### src/rtl/session_pkg.sv
// Shared types and constants for the session sequencer.
// SESSION_PAUSE_EN adds the PAUSE state to the encoding.
package session_pkg;
  localparam int TIME_W = 8;
  localparam int MODE_W = 2;

  localparam int T0_DEF = 10;
  localparam int T1_DEF = 30;
  localparam int T2_DEF = 60;
  localparam int T3_DEF = 120;

  typedef enum logic [2:0] {
    ST_IDLE,
    ST_ARM,
    ST_RUN,
`ifdef SESSION_PAUSE_EN
    ST_PAUSE,
`endif
    ST_DONE
  } state_t;
endpackage

### src/rtl/rise_edge.sv
// Rising-edge detector on a debounced level; pulse is combinational off the previous-value flop.
// RST_VAL=1 keeps a level held through reset from firing once reset releases.
module rise_edge #(
  parameter logic RST_VAL = 1'b1
) (
  input  logic clk,
  input  logic rst,
  input  logic d,
  output logic rise
);
  logic prev_q, prev_d;

  always_comb prev_d = d;

  always_ff @(posedge clk) begin
    if (rst) prev_q <= RST_VAL;
    else     prev_q <= prev_d;
  end

  assign rise = d & ~prev_q;
endmodule

### src/rtl/session_ctrl.sv
// Session sequencer: IDLE -> ARM -> RUN -> DONE countdown, all outputs registered, no backpressure.
// Optional pause on a start edge in RUN is enabled by SESSION_PAUSE_EN.
module session_ctrl
  import session_pkg::*;
#(
  parameter int T0 = T0_DEF,
  parameter int T1 = T1_DEF,
  parameter int T2 = T2_DEF,
  parameter int T3 = T3_DEF
) (
  input  logic              clk,
  input  logic              rst,
  input  logic              btn_start,
  input  logic              btn_stop,
  input  logic              tick,
  input  logic [MODE_W-1:0] mode,
  output logic              idle,
  output logic              start,
  output logic              running,
  output logic [MODE_W-1:0] active_mode,
  output logic [TIME_W-1:0] time_left,
  output logic              done
);
  if (T0 < 1 || T0 > 255 || T1 < 1 || T1 > 255 ||
      T2 < 1 || T2 > 255 || T3 < 1 || T3 > 255) begin : g_bad_duration
    $error("session_ctrl: durations must lie in 1..255");
  end

  function automatic logic [TIME_W-1:0] duration(input logic [MODE_W-1:0] m);
    case (m)
      2'd0:    return TIME_W'(T0);
      2'd1:    return TIME_W'(T1);
      2'd2:    return TIME_W'(T2);
      default: return TIME_W'(T3);
    endcase
  endfunction

  logic start_rise, stop_rise;

  rise_edge #(.RST_VAL(1'b1)) u_start_edge (.clk(clk), .rst(rst), .d(btn_start), .rise(start_rise));
  rise_edge #(.RST_VAL(1'b1)) u_stop_edge  (.clk(clk), .rst(rst), .d(btn_stop),  .rise(stop_rise));

  state_t              state_q, state_d;
  logic [TIME_W-1:0]   time_left_q, time_left_d;
  logic [MODE_W-1:0]   active_mode_q, active_mode_d;
  logic                idle_q, idle_d, start_q, start_d;
  logic                running_q, running_d, done_q, done_d;

  always_comb begin
    state_d       = state_q;
    time_left_d   = time_left_q;
    active_mode_d = active_mode_q;
    done_d        = 1'b0;
    case (state_q)
      ST_IDLE: if (start_rise) state_d = ST_ARM;
      ST_ARM: begin
        active_mode_d = mode;
        time_left_d   = duration(mode);
        state_d       = ST_RUN;
      end
      ST_RUN: begin
        // Stop outranks both a pause request and a tick in the same cycle.
        if (stop_rise) begin
          state_d     = ST_IDLE;
          time_left_d = '0;
        end
`ifdef SESSION_PAUSE_EN
        else if (start_rise) state_d = ST_PAUSE;
`endif
        else if (tick && time_left_q != '0) begin
          if (time_left_q == TIME_W'(1)) begin
            time_left_d = '0;
            state_d     = ST_DONE;
            done_d      = 1'b1;
          end else begin
            time_left_d = time_left_q - TIME_W'(1);
          end
        end
      end
`ifdef SESSION_PAUSE_EN
      ST_PAUSE: begin
        if (stop_rise) begin
          state_d     = ST_IDLE;
          time_left_d = '0;
        end else if (start_rise) begin
          state_d = ST_RUN;
        end
      end
`endif
      ST_DONE: begin
        time_left_d = '0;
        if (start_rise || stop_rise) state_d = ST_IDLE;
      end
      default: state_d = ST_IDLE;
    endcase

    idle_d    = (state_d == ST_IDLE);
    start_d   = (state_d == ST_ARM);
`ifdef SESSION_PAUSE_EN
    running_d = (state_d == ST_RUN) || (state_d == ST_PAUSE);
`else
    running_d = (state_d == ST_RUN);
`endif
  end

  always_ff @(posedge clk) begin
    if (rst) begin
      state_q       <= ST_IDLE;
      time_left_q   <= '0;
      active_mode_q <= '0;
      idle_q        <= 1'b1;
      start_q       <= 1'b0;
      running_q     <= 1'b0;
      done_q        <= 1'b0;
    end else begin
      state_q       <= state_d;
      time_left_q   <= time_left_d;
      active_mode_q <= active_mode_d;
      idle_q        <= idle_d;
      start_q       <= start_d;
      running_q     <= running_d;
      done_q        <= done_d;
    end
  end

  assign idle        = idle_q;
  assign start       = start_q;
  assign running     = running_q;
  assign active_mode = active_mode_q;
  assign time_left   = time_left_q;
  assign done        = done_q;
endmodule
### config.mk
export PLATFORM = sky130hd
export DESIGN_NAME = session_ctrl
export DESIGN_NICKNAME = d
export VERILOG_FILES = /design/src/rtl/session_pkg.sv /design/src/rtl/rise_edge.sv /design/src/rtl/session_ctrl.sv
export SDC_FILE = /design/constraint.sdc
export NUM_CORES = 1
export LEC_CHECK = 0
export ABC_AREA = 1
export BUFFER_PORTS_ARGS = -buffer_cell sky130_fd_sc_hd__buf_2
export CAP_MARGIN = 10
export CORE_MARGIN = 3
export CORE_UTILIZATION = 57
export CTS_CLUSTER_SIZE = 28
export DETAILED_ROUTE_END_ITERATION = 6
export PLACE_DENSITY = 0.82
export SYNTH_ARGS = -nofsm -noshare
export SYNTH_HDL_FRONTEND = slang
export SYNTH_SLANG_ARGS = --single-unit
### constraint.sdc
create_clock -name clk -period 4.2 [get_ports clk]
set_clock_uncertainty 0.05 [all_clocks]
set_input_delay 0.21 -clock clk [delete_from_list [all_inputs] [get_ports clk]]
set_output_delay 0.21 -clock clk [all_outputs]
set_load 0.1 [all_outputs]
==> summary by stage <==
CTS
For this design, the sink count on the clock tree is 19. The clock passes through at most 2 buffers. The number of hold buffers added after cts is 0. The clock tree from TritonCTS is done. TritonCTS created 3 clock buffers.

In this run the number of H-tree levels came out at 1. The number of buffers inserted to repair setup after CTS is 0. The later pin in the worst-skew pair is clocked with a latency of about 0.3 ns. The clock slew at the register clock pins of the worst setup and hold paths is ~0.11 ns. The root buffer cell chosen for the clock tree is clkbuf_4.

Post-CTS repair changed the size of 0 cells.

GRT
For this run, the total global-route usage over all layers was measured as 0.209. Global routing finished with a remaining overflow of 0. The initial antenna violation count is 0. The first global-routing pass estimated roughly 4000 um of wire. The maximum number of pins on one net before global-route repair is 13.

The number of global-route vias before repair is 933.

Timing
The transition at the pin with the smallest max-transition slack is roughly 0.5 ns. The count of final max-slew check failures came to 0. The ratio of final minimum period to clock period is 0.375. The setup total negative slack is 0 ns. The number of hold violations in the final report was 0. Headroom to the max-slew limit came out at 0.661. For this run, the top clock speed supported by timing is 0.634 GHz. Setup repair after global routing left no endpoint under its margin.

The final period demand of the worst path is 1.58 ns. The count of endpoints failing setup in the final report is 0.

Setup path
In this run the worst path has a maximum fanout of 8. Broken down by cell family, the worst path's largest delay share belongs to simple AND/OR/NAND/NOR gates. The arrival time at the worst endpoint is 1.73 ns.

The type of element capturing the critical path is a flip-flop. The buffers plus inverters on the worst setup path is 2. The depth of the worst register-to-register path is 10.

The launching instance or port of the critical path is time_left[0]. The largest single stage delay on the critical path is between 0.3 and 0.4 ns. The critical path goes through inv_1 > ha_1 > nand2_2 > o21ai_2 > nand2_2 > nand2_4 > nand2_4 > clkinv_4 > nor2_1 > nor2_2.

The worst endpoint required time is about 4.4 ns. The critical path launch point type is a flip-flop. The classification of the worst setup path is reg2reg. The endpoint of the worst setup timing path is time_left[1]. The total number of cells along the worst setup path is 10. The worst register-to-register path has a setup slack of roughly 2.6 ns. On the critical path, the stage with the largest delay is an instance of dfxtp_1. The worst reg2reg path startpoint is time_left[0]. The endpoint identified for the worst register-to-register timing path is time_left[1].

Floorplan
Measured along the y axis, the die boundary spans approximately 50 um. The total area inside the core boundary comes to 1750 sq um. The starting utilization of the core area is 0.616. The area of the die is between 2000 and 2500 sq um. Pin placement for this block handled 21 I/O pins. The number of placement rows is 15. From left edge to right edge, the die measures 49.5 um.

Cells and area
The sequential cell area is roughly 380 sq um. From synthesis to final layout, the design area changed by 14.3%. In the final layout, the share of cells above drive strength 1 is 0.216. The number of inserted filler cells in the final layout is between 150 and 200. Leaving out fill and tap cells, the most frequent cells in the layout are nand2_1 (29), nor2_1 (28), inv_1 (20), buf_2 (20), dfxtp_1 (19). The number of nets in the layout is around 190. The library cell used most frequently in the layout, excluding fill and tap cells, is nand2_1. The diode insertion count for antenna repair is 0. The multi-input combinational cells in the finished layout cover a total of between 600 and 700 sq um. The filler-free cell count of the finished design is 201. The core occupancy in the finished layout is 0.705.

Routing
The number of vias per cell is between 5 and 6. The final routed wire length divided by cell count is ~11 um. After detailed routing, the number of remaining DRC violations is 0.

The sum of routed wire length over all layers is 2290 um. The number of detailed-route iterations in the first pass is 4. The number of vias after detailed routing is 1021. For this block, the initial DRC count from the detailed router was 33.

The number of nets with antenna violations after routing is 0.

Placed design
Input and output buffers added on the ports amount to 20. Routability-driven placement finished with a final weighted congestion of about 0.90. After detailed placement, the design holds a cell count of between 150 and 200.

The half-perimeter wire length after detailed placement is between 1500 and 2000 um.

Synthesis
For this run, the register share of the synthesized area comes to 0.353. The number of nets handed over by synthesis was ~170. After synthesis the cells add up to approximately 1100 sq um. The number of instances in the synthesized netlist is roughly 150.

In this run, synthesis produced a sequential element count of 19. Counting distinct cell types in the post-synthesis netlist gives 26. A synthesized cell averages 7.03 sq um. The share of synthesized area in the top cell type comes to 0.353. By area the synthesized netlist is led by dfxtp_1 (35%), nand2_1 (10%), nor2_1 (9.8%). The count of warnings emitted by yosys is 0. The largest area contributor in the netlist is dfxtp_1.

Status
The run finished with clean final reports.

Hold path
The worst hold path passes through 3 cells. The class of the worst hold path is in2reg.

Flow run
The count of maximum capacitance violations is 0.

Power
In this run the static leakage power is between 0.0006 and 0.0007 uW. The power density over the cells is around 270 nW/um^2. The worst-case IR drop observed on VDD is 148 uV.
routing by layer:
| metal | track usage | part of all wire | routed length, um |
|---|---|---|---|
| met4 | 0.0737 | 0.011 | 25 |
| met1 | 0.253 | 0.45 | 1040 |
| met3 | 0.0423 | 0.055 | 126 |
| met5 | 0 | 0 | 0 |
| met2 | 0.366 | 0.48 | 1100 |
cell type report:
cell class / instances / area share
multi-input combinational: 111 / 0.490
clock buffer: 3 / 0.0183
clock inverter: 1 / 0.00407
tap: 25 / 0.0254
inverter: 22 / 0.0712
sequential: 19 / 0.309
timing repair buffer: 20 / 0.0814
worst min path at each step:
stage / startpoint / to
5_1_grt: btn_start / u_start_edge.prev_q
3_3_place_gp: btn_start / u_start_edge.prev_q
6_report: btn_start / u_start_edge.prev_q
4_1_cts: btn_start / u_start_edge.prev_q
3_5_place_dp: btn_start / u_start_edge.prev_q
2_1_floorplan: rst / done
report_power, final:
group | switching (uW) | internal [uW]
sequential | 2.81 | 184
combinational | 33.4 | 12.7
clock | 59.5 | 35.5
total | 95.7 | 232
through the flow:
stage | total power (uW) | hold slack (ns) | instance area [sq um] | setup slack (ns)
6_report | 328 | 0.0414 | 1230 | 2.62
4_1_cts | 329 | 0.0461 | 1230 | 2.64
3_3_place_gp | 235 | 0.341 | 1200 | 2.73
5_1_grt | 343 | 0.0529 | 1230 | 2.48
2_1_floorplan | 226 | 0.232 | 1080 | 2.00
3_5_place_dp | 236 | 0.357 | 1200 | 2.65
cell families after synthesis:
| kind of cell | count (synthesis) | synth area share |
|---|---|---|
| other | 1 | 0.00349 |
| AND/OR/NAND/NOR | 87 | 0.392 |
| flip-flops | 19 | 0.353 |
| adder cells (fa/ha/maj) | 7 | 0.0814 |
| buffers and inverters | 23 | 0.0860 |
| AO/OA/AOI/OAI | 15 | 0.0756 |
| XOR/XNOR | 1 | 0.00814 |
worst min-delay path, cell delays in order:
cell     delay [ns]
buf_2          0.07
inv_1          0.04
nand2_1        0.04
synth_stat cells, drive strengths merged:
library cell	count
or2	1
xor2	1
dfxtp	19
nand3	18
o21ai	10
nor3	3
a31oi	1
conb	1
clkinv	1
buf	1
inv	21
nor2	32
o22ai	1
a21oi	3
nand2	33
ha	7
registers in the layout, summed over array words and instances (netlist names):
register / flops
start: 1
running: 1
u_stop_edge.prev_q: 1
active_mode: 2
time_left: 8
done: 1
state_q: 3
u_start_edge.prev_q: 1
idle: 1
No activity file was read; power rests on OpenSTA's default activity.
